**config.mk**
```make
export PLATFORM = sky130hd
export DESIGN_NAME = dct8x8_fwd
export DESIGN_NICKNAME = d
export VERILOG_FILES = /design/src/rtl/dct8x8_fwd.sv
export SDC_FILE = /design/constraint.sdc
export NUM_CORES = 2
export LEC_CHECK = 0
export ABC_CLOCK_PERIOD_IN_PS = 23800
export CELL_PAD_IN_SITES_DETAIL_PLACEMENT = 0
export CELL_PAD_IN_SITES_GLOBAL_PLACEMENT = 1
export CORE_AREA = 4 4 441 443
export CTS_CLUSTER_DIAMETER = 40
export CTS_CLUSTER_SIZE = 28
export DETAILED_ROUTE_END_ITERATION = 7
export DIE_AREA = 0 0 445 447
export PLACE_DENSITY_LB_ADDON = 0.1
export RECOVER_POWER = 50
export SLEW_MARGIN = 30
export SYNTH_ARGS = -nofsm -noshare
export SYNTH_HDL_FRONTEND = slang
export SYNTH_SLANG_ARGS = --single-unit
```
**constraint.sdc**
```tcl
create_clock -name clk -period 23.8 [get_ports clk]
set_clock_uncertainty 0.05 [all_clocks]
set_input_delay 4.76 -clock clk [delete_from_list [all_inputs] [get_ports clk]]
set_output_delay 4.76 -clock clk [all_outputs]
set_load 0.01 [all_outputs]
```
**src/rtl/dct8x8_fwd.sv**
```systemverilog
// Forward 8x8 2-D DCT: row pass then column pass on one shared MAC.
// Samples in and coefficients out are indexed row-major 0..63.
module dct8x8_fwd #(
  parameter int IN_W  = 10,
  parameter int OUT_W = 12,
  parameter int MID_W = 13
) (
  input  logic                    clk,
  input  logic                    rst_n,
  input  logic [1:0]              Mode,
  input  logic [5:0]              Array_Value,
  input  logic signed [IN_W-1:0]  Value_in,
  output logic signed [OUT_W-1:0] Value_out,
  output logic                    busy,
  output logic                    done
);

  typedef enum logic [1:0] {IDLE, ROW, COL, DONE} state_e;

  localparam logic signed [8:0] TBL [64] = '{
    9'sd91,  9'sd91,   9'sd91,   9'sd91,   9'sd91,   9'sd91,   9'sd91,   9'sd91,
    9'sd126, 9'sd106,  9'sd71,   9'sd25,  -9'sd25,  -9'sd71,  -9'sd106, -9'sd126,
    9'sd118, 9'sd49,  -9'sd49,  -9'sd118, -9'sd118, -9'sd49,   9'sd49,   9'sd118,
    9'sd106, -9'sd25, -9'sd126, -9'sd71,   9'sd71,   9'sd126,  9'sd25,  -9'sd106,
    9'sd91,  -9'sd91, -9'sd91,   9'sd91,   9'sd91,  -9'sd91,  -9'sd91,   9'sd91,
    9'sd71,  -9'sd126, 9'sd25,   9'sd106, -9'sd106, -9'sd25,   9'sd126, -9'sd71,
    9'sd49,  -9'sd118, 9'sd118, -9'sd49,  -9'sd49,   9'sd118, -9'sd118,  9'sd49,
    9'sd25,  -9'sd71,  9'sd106, -9'sd126,  9'sd126, -9'sd106,  9'sd71,  -9'sd25
  };

  localparam logic signed [25:0] OMAX = 26'sd1 <<< (OUT_W - 1);
  localparam logic signed [25:0] SMAX = OMAX - 26'sd1;
  localparam logic signed [25:0] SMIN = -OMAX;

  state_e                   state_q, state_d;
  logic [5:0]               idx_q, idx_d;
  logic [3:0]               step_q, step_d;
  logic signed [25:0]       acc_q, acc_d;
  logic signed [IN_W-1:0]   x_q [64];
  logic signed [IN_W-1:0]   x_d [64];
  logic signed [MID_W-1:0]  y_q [64];
  logic signed [MID_W-1:0]  y_d [64];
  logic signed [OUT_W-1:0]  f_q [64];
  logic signed [OUT_W-1:0]  f_d [64];
  logic signed [OUT_W-1:0]  vout_q, vout_d;

  logic               in_row;
  logic [2:0]         k_sel;
  logic [2:0]         s;
  logic signed [25:0] opnd;
  logic signed [25:0] coef;
  logic signed [25:0] prod;
  logic signed [25:0] rnd;
  logic signed [OUT_W-1:0] sat;

  assign busy      = (state_q == ROW) || (state_q == COL);
  assign done      = (state_q == DONE);
  assign Value_out = vout_q;

  // Row pass walks outputs as r*8+k, column pass as k*8+c.
  always_comb begin
    in_row = (state_q == ROW);
    s      = step_q[2:0];
    k_sel  = in_row ? idx_q[2:0] : idx_q[5:3];
    coef   = 26'(TBL[{k_sel, s}]);
    opnd   = in_row ? 26'(x_q[{idx_q[5:3], s}])
                    : 26'(y_q[{s, idx_q[2:0]}]);
    prod   = opnd * coef;
    rnd    = (acc_q + 26'sd128) >>> 8;
    if (rnd > SMAX)      sat = SMAX[OUT_W-1:0];
    else if (rnd < SMIN) sat = SMIN[OUT_W-1:0];
    else                 sat = rnd[OUT_W-1:0];
  end

  always_comb begin
    state_d = state_q;
    idx_d   = idx_q;
    step_d  = step_q;
    acc_d   = acc_q;
    x_d     = x_q;
    y_d     = y_q;
    f_d     = f_q;
    vout_d  = vout_q;
    unique case (state_q)
      IDLE, DONE: begin
        state_d = IDLE;
        if (Mode == 2'd1) x_d[Array_Value] = Value_in;
        if (Mode == 2'd2) begin
          state_d = ROW;
          idx_d   = '0;
          step_d  = '0;
        end
      end
      ROW, COL: begin
        if (step_q == 4'd8) begin
          if (in_row) y_d[idx_q] = rnd[MID_W-1:0];
          else        f_d[idx_q] = sat;
          step_d = '0;
          idx_d  = idx_q + 6'd1;
          if (idx_q == 6'd63) state_d = in_row ? COL : DONE;
        end else begin
          acc_d  = (step_q == 4'd0) ? prod : acc_q + prod;
          step_d = step_q + 4'd1;
        end
      end
      default: state_d = IDLE;
    endcase
    if (Mode == 2'd3 && !busy) vout_d = f_q[Array_Value];
  end

  always_ff @(posedge clk or negedge rst_n) begin
    if (!rst_n) begin
      state_q <= IDLE;
      idx_q   <= '0;
      step_q  <= '0;
      acc_q   <= '0;
      vout_q  <= '0;
      x_q     <= '{default: '0};
      y_q     <= '{default: '0};
      f_q     <= '{default: '0};
    end else begin
      state_q <= state_d;
      idx_q   <= idx_d;
      step_q  <= step_d;
      acc_q   <= acc_d;
      vout_q  <= vout_d;
      x_q     <= x_d;
      y_q     <= y_d;
      f_q     <= f_d;
    end
  end

endmodule
```
== Word-level counts from Yosys, hierarchy flattened ==
Memories as Yosys holds them, arrays and structs flattened.
Index checks and enable logic that the tools add are counted.
Storage, ports and cells
  RAM bits: 0
  output and inout bits: 14
  input port bits: 20
  logic and storage cells: 281
  memories: 1
  ROM bits: 576
  register bits after elaboration: 2290
  latch bits: 0
Operators by class
  multiply operators: 1
  reductions and logical operators: 15
  equal/unequal tests: 11
  order comparisons: 9
  shifts and indexed selects: 0
  bitwise operators: 7
  muxes and demuxes: 36
  add/sub/neg operators: 4
  div/mod/pow operators: 0
Memories
  (name not given): words 64, bits a word 9, read ports 1, clocked after memory_dff 0, wr ports 0, line 65  | coef = 26'(TBL[{k_sel, s}]);
Operators with widths (number)
  832-bit bitwise mux: 1
  768-bit bitwise mux: 1
  640-bit bitwise mux: 1
  13-bit binary-select mux with 6-bit select: 1
  13-bit demux with 6-bit select: 1
  12-bit binary-select mux with 6-bit select: 1
  12-bit demux with 6-bit select: 1
  10-bit binary-select mux with 6-bit select: 1
  10-bit demux with 6-bit select: 1
  12-bit two-way mux: 5
  26-bit two-way mux: 2
  13-bit two-way mux: 3
  7-bit >= comparator, second input constant: 5
  6-bit inverter with 7-bit output: 5
  10-bit two-way mux: 3
  26-bit adder: 1
  26-bit by 9-bit adder with 26-bit output, second input constant: 1
  26-bit by 9-bit multiplier with 26-bit output: 1
  18-bit by 12-bit > comparator with 1-bit output, second input constant: 1
  18-bit by 12-bit less-than comparator with 1-bit output, second input constant: 1
  9-bit two-way mux: 2
  7-bit by 1-bit less-than comparator with 1-bit output, second input constant: 2
  6-bit two-way mux: 2
  6-bit one-hot mux with 2 select lines: 1
  other kinds (22): 39

== Logic depth before layout (Yosys ltp) ==
  word-level depth: 9
  gate-level depth with buffers: 47
  gate-level depth less buffers: 40

== Least setup slack after synthesis ==
No wires, ideal clock.
  path type: register -> register
  start: reg step_q[0]
  end: reg acc_q[25]
  cell stages (with the launch flop): 43
  path slack: 14528 ps
  data required time: 23678 ps
  clock period less this slack: 9272 ps
  arrival time: 9150 ps
  setup time: 72 ps
  path buffers: 7
  cell sequence: dfrtp_1 -> buf_6 -> buf_6 -> buf_4 -> inv_1 -> buf_2 -> buf_2 -> buf_2 -> ha_1 -> clkbuf_1 -> nand2_1 -> a31oi_1 -> a21oi_1 -> nand2_1 -> o21ai_1 -> and2_1 -> fa_1 -> inv_1 -> [7 not listed] -> ha_1 -> a21o_1 -> a21oi_1 -> o221ai_1 -> a41oi_1 -> nor2b_1 -> o21ai_0 -> xor2_1 -> ha_1 -> a21o_1 -> a21oi_1 -> o31ai_1 -> o311ai_2 -> o21ai_1 -> a31oi_1 -> or4b_1 -> o41ai_1 -> nand4b_1
On the way
  longest elaborated chain between the ends: 8
  elaborated cells between the ends (all ways): 20
  classes of those cells: 1 x add/sub; 1 x mul; 1 x eq/ne; 10 x mux; 4 x bitwise; 2 x reduce/logical; 1 x memory
Ends and longest elaborated chain
  start: declaration: line 37  | logic [3:0] step_q, step_d;
  start signal: assignment: line 124  | step_q <= step_d;
  6-bit inverter with 7-bit output (on tied branches): line 67, 66
  13-bit binary-select mux with 6-bit select / 10-bit binary-select mux with 6-bit select (equally long branches): line 67, 66
  13-bit two-way mux (implied by the code) / 10-bit two-way mux (equally long branches) (2 in a row): line 67, 66
  26-bit two-way mux: line 66  | opnd = in_row ? 26'(x_q[{idx_q[5:3], s}])
  26-bit by 9-bit multiplier with 26-bit output: line 68  | prod = opnd * coef;
  26-bit adder: line 102  | acc_d = (step_q == 4'd0) ? prod : acc_q + prod;
  26-bit two-way mux: line 102
  end signal: assignment: line 116  | acc_q <= '0;
  end signal: assignment: line 125  | acc_q <= acc_d;
  end: declaration: line 38  | logic signed [25:0] acc_q, acc_d;
Parallel ways exist; a longest one is shown, timed or not. The select of a mux whose other input is x is not followed.
A chain may end at the register's enable or synchronous reset.

==> flow_summary.ini <==
[run_status]
status = finished with violations
violations = capacitance limit, slew limit

[worst_setup_path]
cp-startpoint = rst_n
end_kind = async pin
crit_end = f_q[504]
cp-start-kind = input port
crit_path_max_fanout = 144
critPathArrivalTime_ps = 17010
reg2reg_slack_ps = 10350
r2r_cells = 34
critPathKind = input port to async pin
r2r-end = acc_q[25]
r2r_start = step_q[1]
critPathRequiredTime_ps = 24710

[sta]
hold_violations = 0
slew_violations = 1810
setup_violations = 0
finalSetupTns_ps = 0
worstMarginPinSlew_ps = 8027
max_slew_margin = -4.352
whs_ps = 426.1
rsz0062_at_grt = no
period_needed_ps = 16110
finalCritPeriodShare = 0.6768
timing.fmax_ghz = 0.06208

[cells_and_area]
drive_gt1_frac = 0.1978
fin_cells = 12440
fin_nets = 9875
fill_cells = 15030
postLayoutCoreUtil = 0.6353
syn_to_final_growth_pct = 13.58

[detailed_routing]
drc_errors = 0
routed_via_density = 6.365
routedWlPerCell_um = 27.07
initialDrtViolationCount = 7474
drt-pass1-iter-count = 8
vias = 79160
ant_nets = 0
wirelength_um = 336700

[yosys]
syn-num-nets = 10030
synth_seq_cells = 2290
netlist_instances = 9815
avgSynthCellArea_sq_um = 10.83
synth-edff-count = 0
async_flop_share = 1.000
synth_ff_type = dfrtp_1
yosysSeqAreaShare = 0.5392
ys_warn_count = 0
synth_cell_types = 80
syn_area_sq_mm = 0.1063

[die]
die_w_um = 445
core_sq_mm = 0.1900
rows = 160
die-area_sq_mm = 0.1989
chipHeight_um = 447
start_util = 0.5594
ioPinCount = 34

[grt]
grt_max_degree = 178
grt_pass1_wl_um = 508100
grt-ovfl-total = 0
grt_use_total = 0.3378
antenna_found_initial = 12
grt_pass1_vias = 78570

[job]
drv_cap = 58

[clock_tree]
clkTransAtPathRegs_ps = 50
tritoncts = built
cts_hold_buf = 0
cts_root_buf = clkbuf_16
postCtsSetupBuffers = 0
cts_buffer_depth = 4
clk_latency_ps = 960
post_cts_resized = 0
cts_buffers = 354
htree_levels = 5
cts.sinks = 2290

[pwr]
ir_worst_vdd_v = 0.00008120
p_total_mw = 9.365
powerDensity_mw_per_mm2 = 77.59
power_leakage_nw = 56.81

[placement]
dpl.hpwl_um = 202800
gpl.final_weighted_congestion = 0.8958
port_buffers = 33
place_inst = 11800

[min_path]
hp-class = flip-flop to flip-flop
[cell type report]
| cell class | count | area, sq um | share of cell area |
|---|---|---|---|
| diodes | 3 | 7.507 | 0.00006220 |
| clock buffers | 415 | 9442 | 0.07822 |
| clock inverters | 208 | 2567 | 0.02127 |
| inverters | 125 | 469.2 | 0.003887 |
| multi-input cells | 6567 | 45420 | 0.3763 |
| flip-flops and latches | 2290 | 57330 | 0.4749 |
| well taps | 2511 | 3142 | 0.02603 |
| repair buffers | 318 | 2326 | 0.01927 |
[placed cells by master, fill, tap and decap left out, types with 39 or more instances in the layout]
master	instances
a21oi_1	1776
a221oi_1	113
a22o_1	46
a22oi_1	352
a31oi_1	45
buf_4	168
bufinv_16	39
clkbuf_1	126
clkbuf_16	357
clkinv_2	39
dfrtp_1	2284
fa_1	106
ha_1	92
inv_1	120
inv_6	40
mux2_2	777
mux2i_1	116
mux4_2	236
nand2_1	262
nand3_1	43
nand4_1	39
nor2_1	1841
nor2_2	69
o21ai_0	172
[stage by stage]
step	area, sq um	setup WS, ps
3_3_place_gp	108900	11620
6_report	120700	7693
2_1_floorplan	106300	14530
3_5_place_dp	109200	11560
4_1_cts	121200	11470
5_1_grt	120700	5737
[registers in the layout, indices dropped and copies added (netlist names)]
signal,count
f_q,768
state_q,2
step_q,4
y_q,832
idx_q,6
acc_q,26
x_q,640
Value_out,12
[worst min path at each step]
stage / slack [ps] / cells past startpoint / to / startpoint
4_1_cts: 440 / 2 / Value_out[4] / Value_out[4]
3_5_place_dp: 420 / 2 / Value_out[4] / Value_out[4]
3_3_place_gp: 420 / 2 / Value_out[0] / Value_out[0]
2_1_floorplan: 410 / 2 / acc_q[3] / acc_q[3]
6_report: 430 / 2 / Value_out[4] / Value_out[4]
5_1_grt: 460 / 1 / x_q[208] / x_q[208]
[power breakdown]
group,internal (mW),total (mW),switching (mW)
sequential,3.92,3.93,0.0111
combinational,0.0346,0.190,0.155
clock,3.29,5.25,1.95
total,7.25,9.37,2.12
[metal layers]
| layer | vias to the layer above | global-route usage | wire [um] |
|---|---|---|---|
| met5 | - | 0 | 82 |
| met4 | 12 | 0.1500 | 16780 |
| met3 | 884 | 0.06509 | 27250 |
| met2 | 3505 | 0.5224 | 154700 |
| met1 | 40320 | 0.4694 | 137900 |
| li1 | 34440 | - | - |
[cell usage after synthesis, types with 39 or more instances]
master / n / share of area
dfrtp_1: 2290 / 0.54
nor2_1: 1898 / 0.067
a21oi_1: 1776 / 0.084
mux2_2: 779 / 0.083
clkbuf_1: 469 / 0.017
a22oi_1: 352 / 0.025
nand2_1: 262 / 0.0093
buf_2: 248 / 0.012
mux4_2: 236 / 0.050
o21ai_0: 173 / 0.0081
inv_1: 122 / 0.0043
mux2i_1: 117 / 0.011
a221oi_1: 113 / 0.0093
fa_1: 106 / 0.020
ha_1: 93 / 0.011
buf_1: 92 / 0.0032
a22o_1: 46 / 0.0038
a31oi_1: 45 / 0.0026
nand3_1: 44 / 0.0021
xnor2_1: 43 / 0.0035
nand4_1: 39 / 0.0023
[cells by family (layout without fill, tap and decap cells)]
| group | after synthesis | in the layout | share of synthesized area |
|---|---|---|---|
| AOI/OAI and AO/OA | 2752 | 2752 | 0.1518 |
| xor gates and xnor gates | 63 | 63 | 0.005192 |
| adders and majority gates | 199 | 199 | 0.03092 |
| buffers and inverters | 958 | 1066 | 0.03782 |
| DFF | 2290 | 2290 | 0.5392 |
| muxes | 1133 | 1133 | 0.1437 |
| other | 0 | 3 | 0 |
| and+or+nand+nor | 2420 | 2420 | 0.09128 |
[worst max-delay path, stage by stage]
cell      delay [ps]
clkbuf_1        5450
clkbuf_1        2750
clkbuf_1        2460
buf_16           410
buf_6            670
Power figures use the tool's default switching activity.
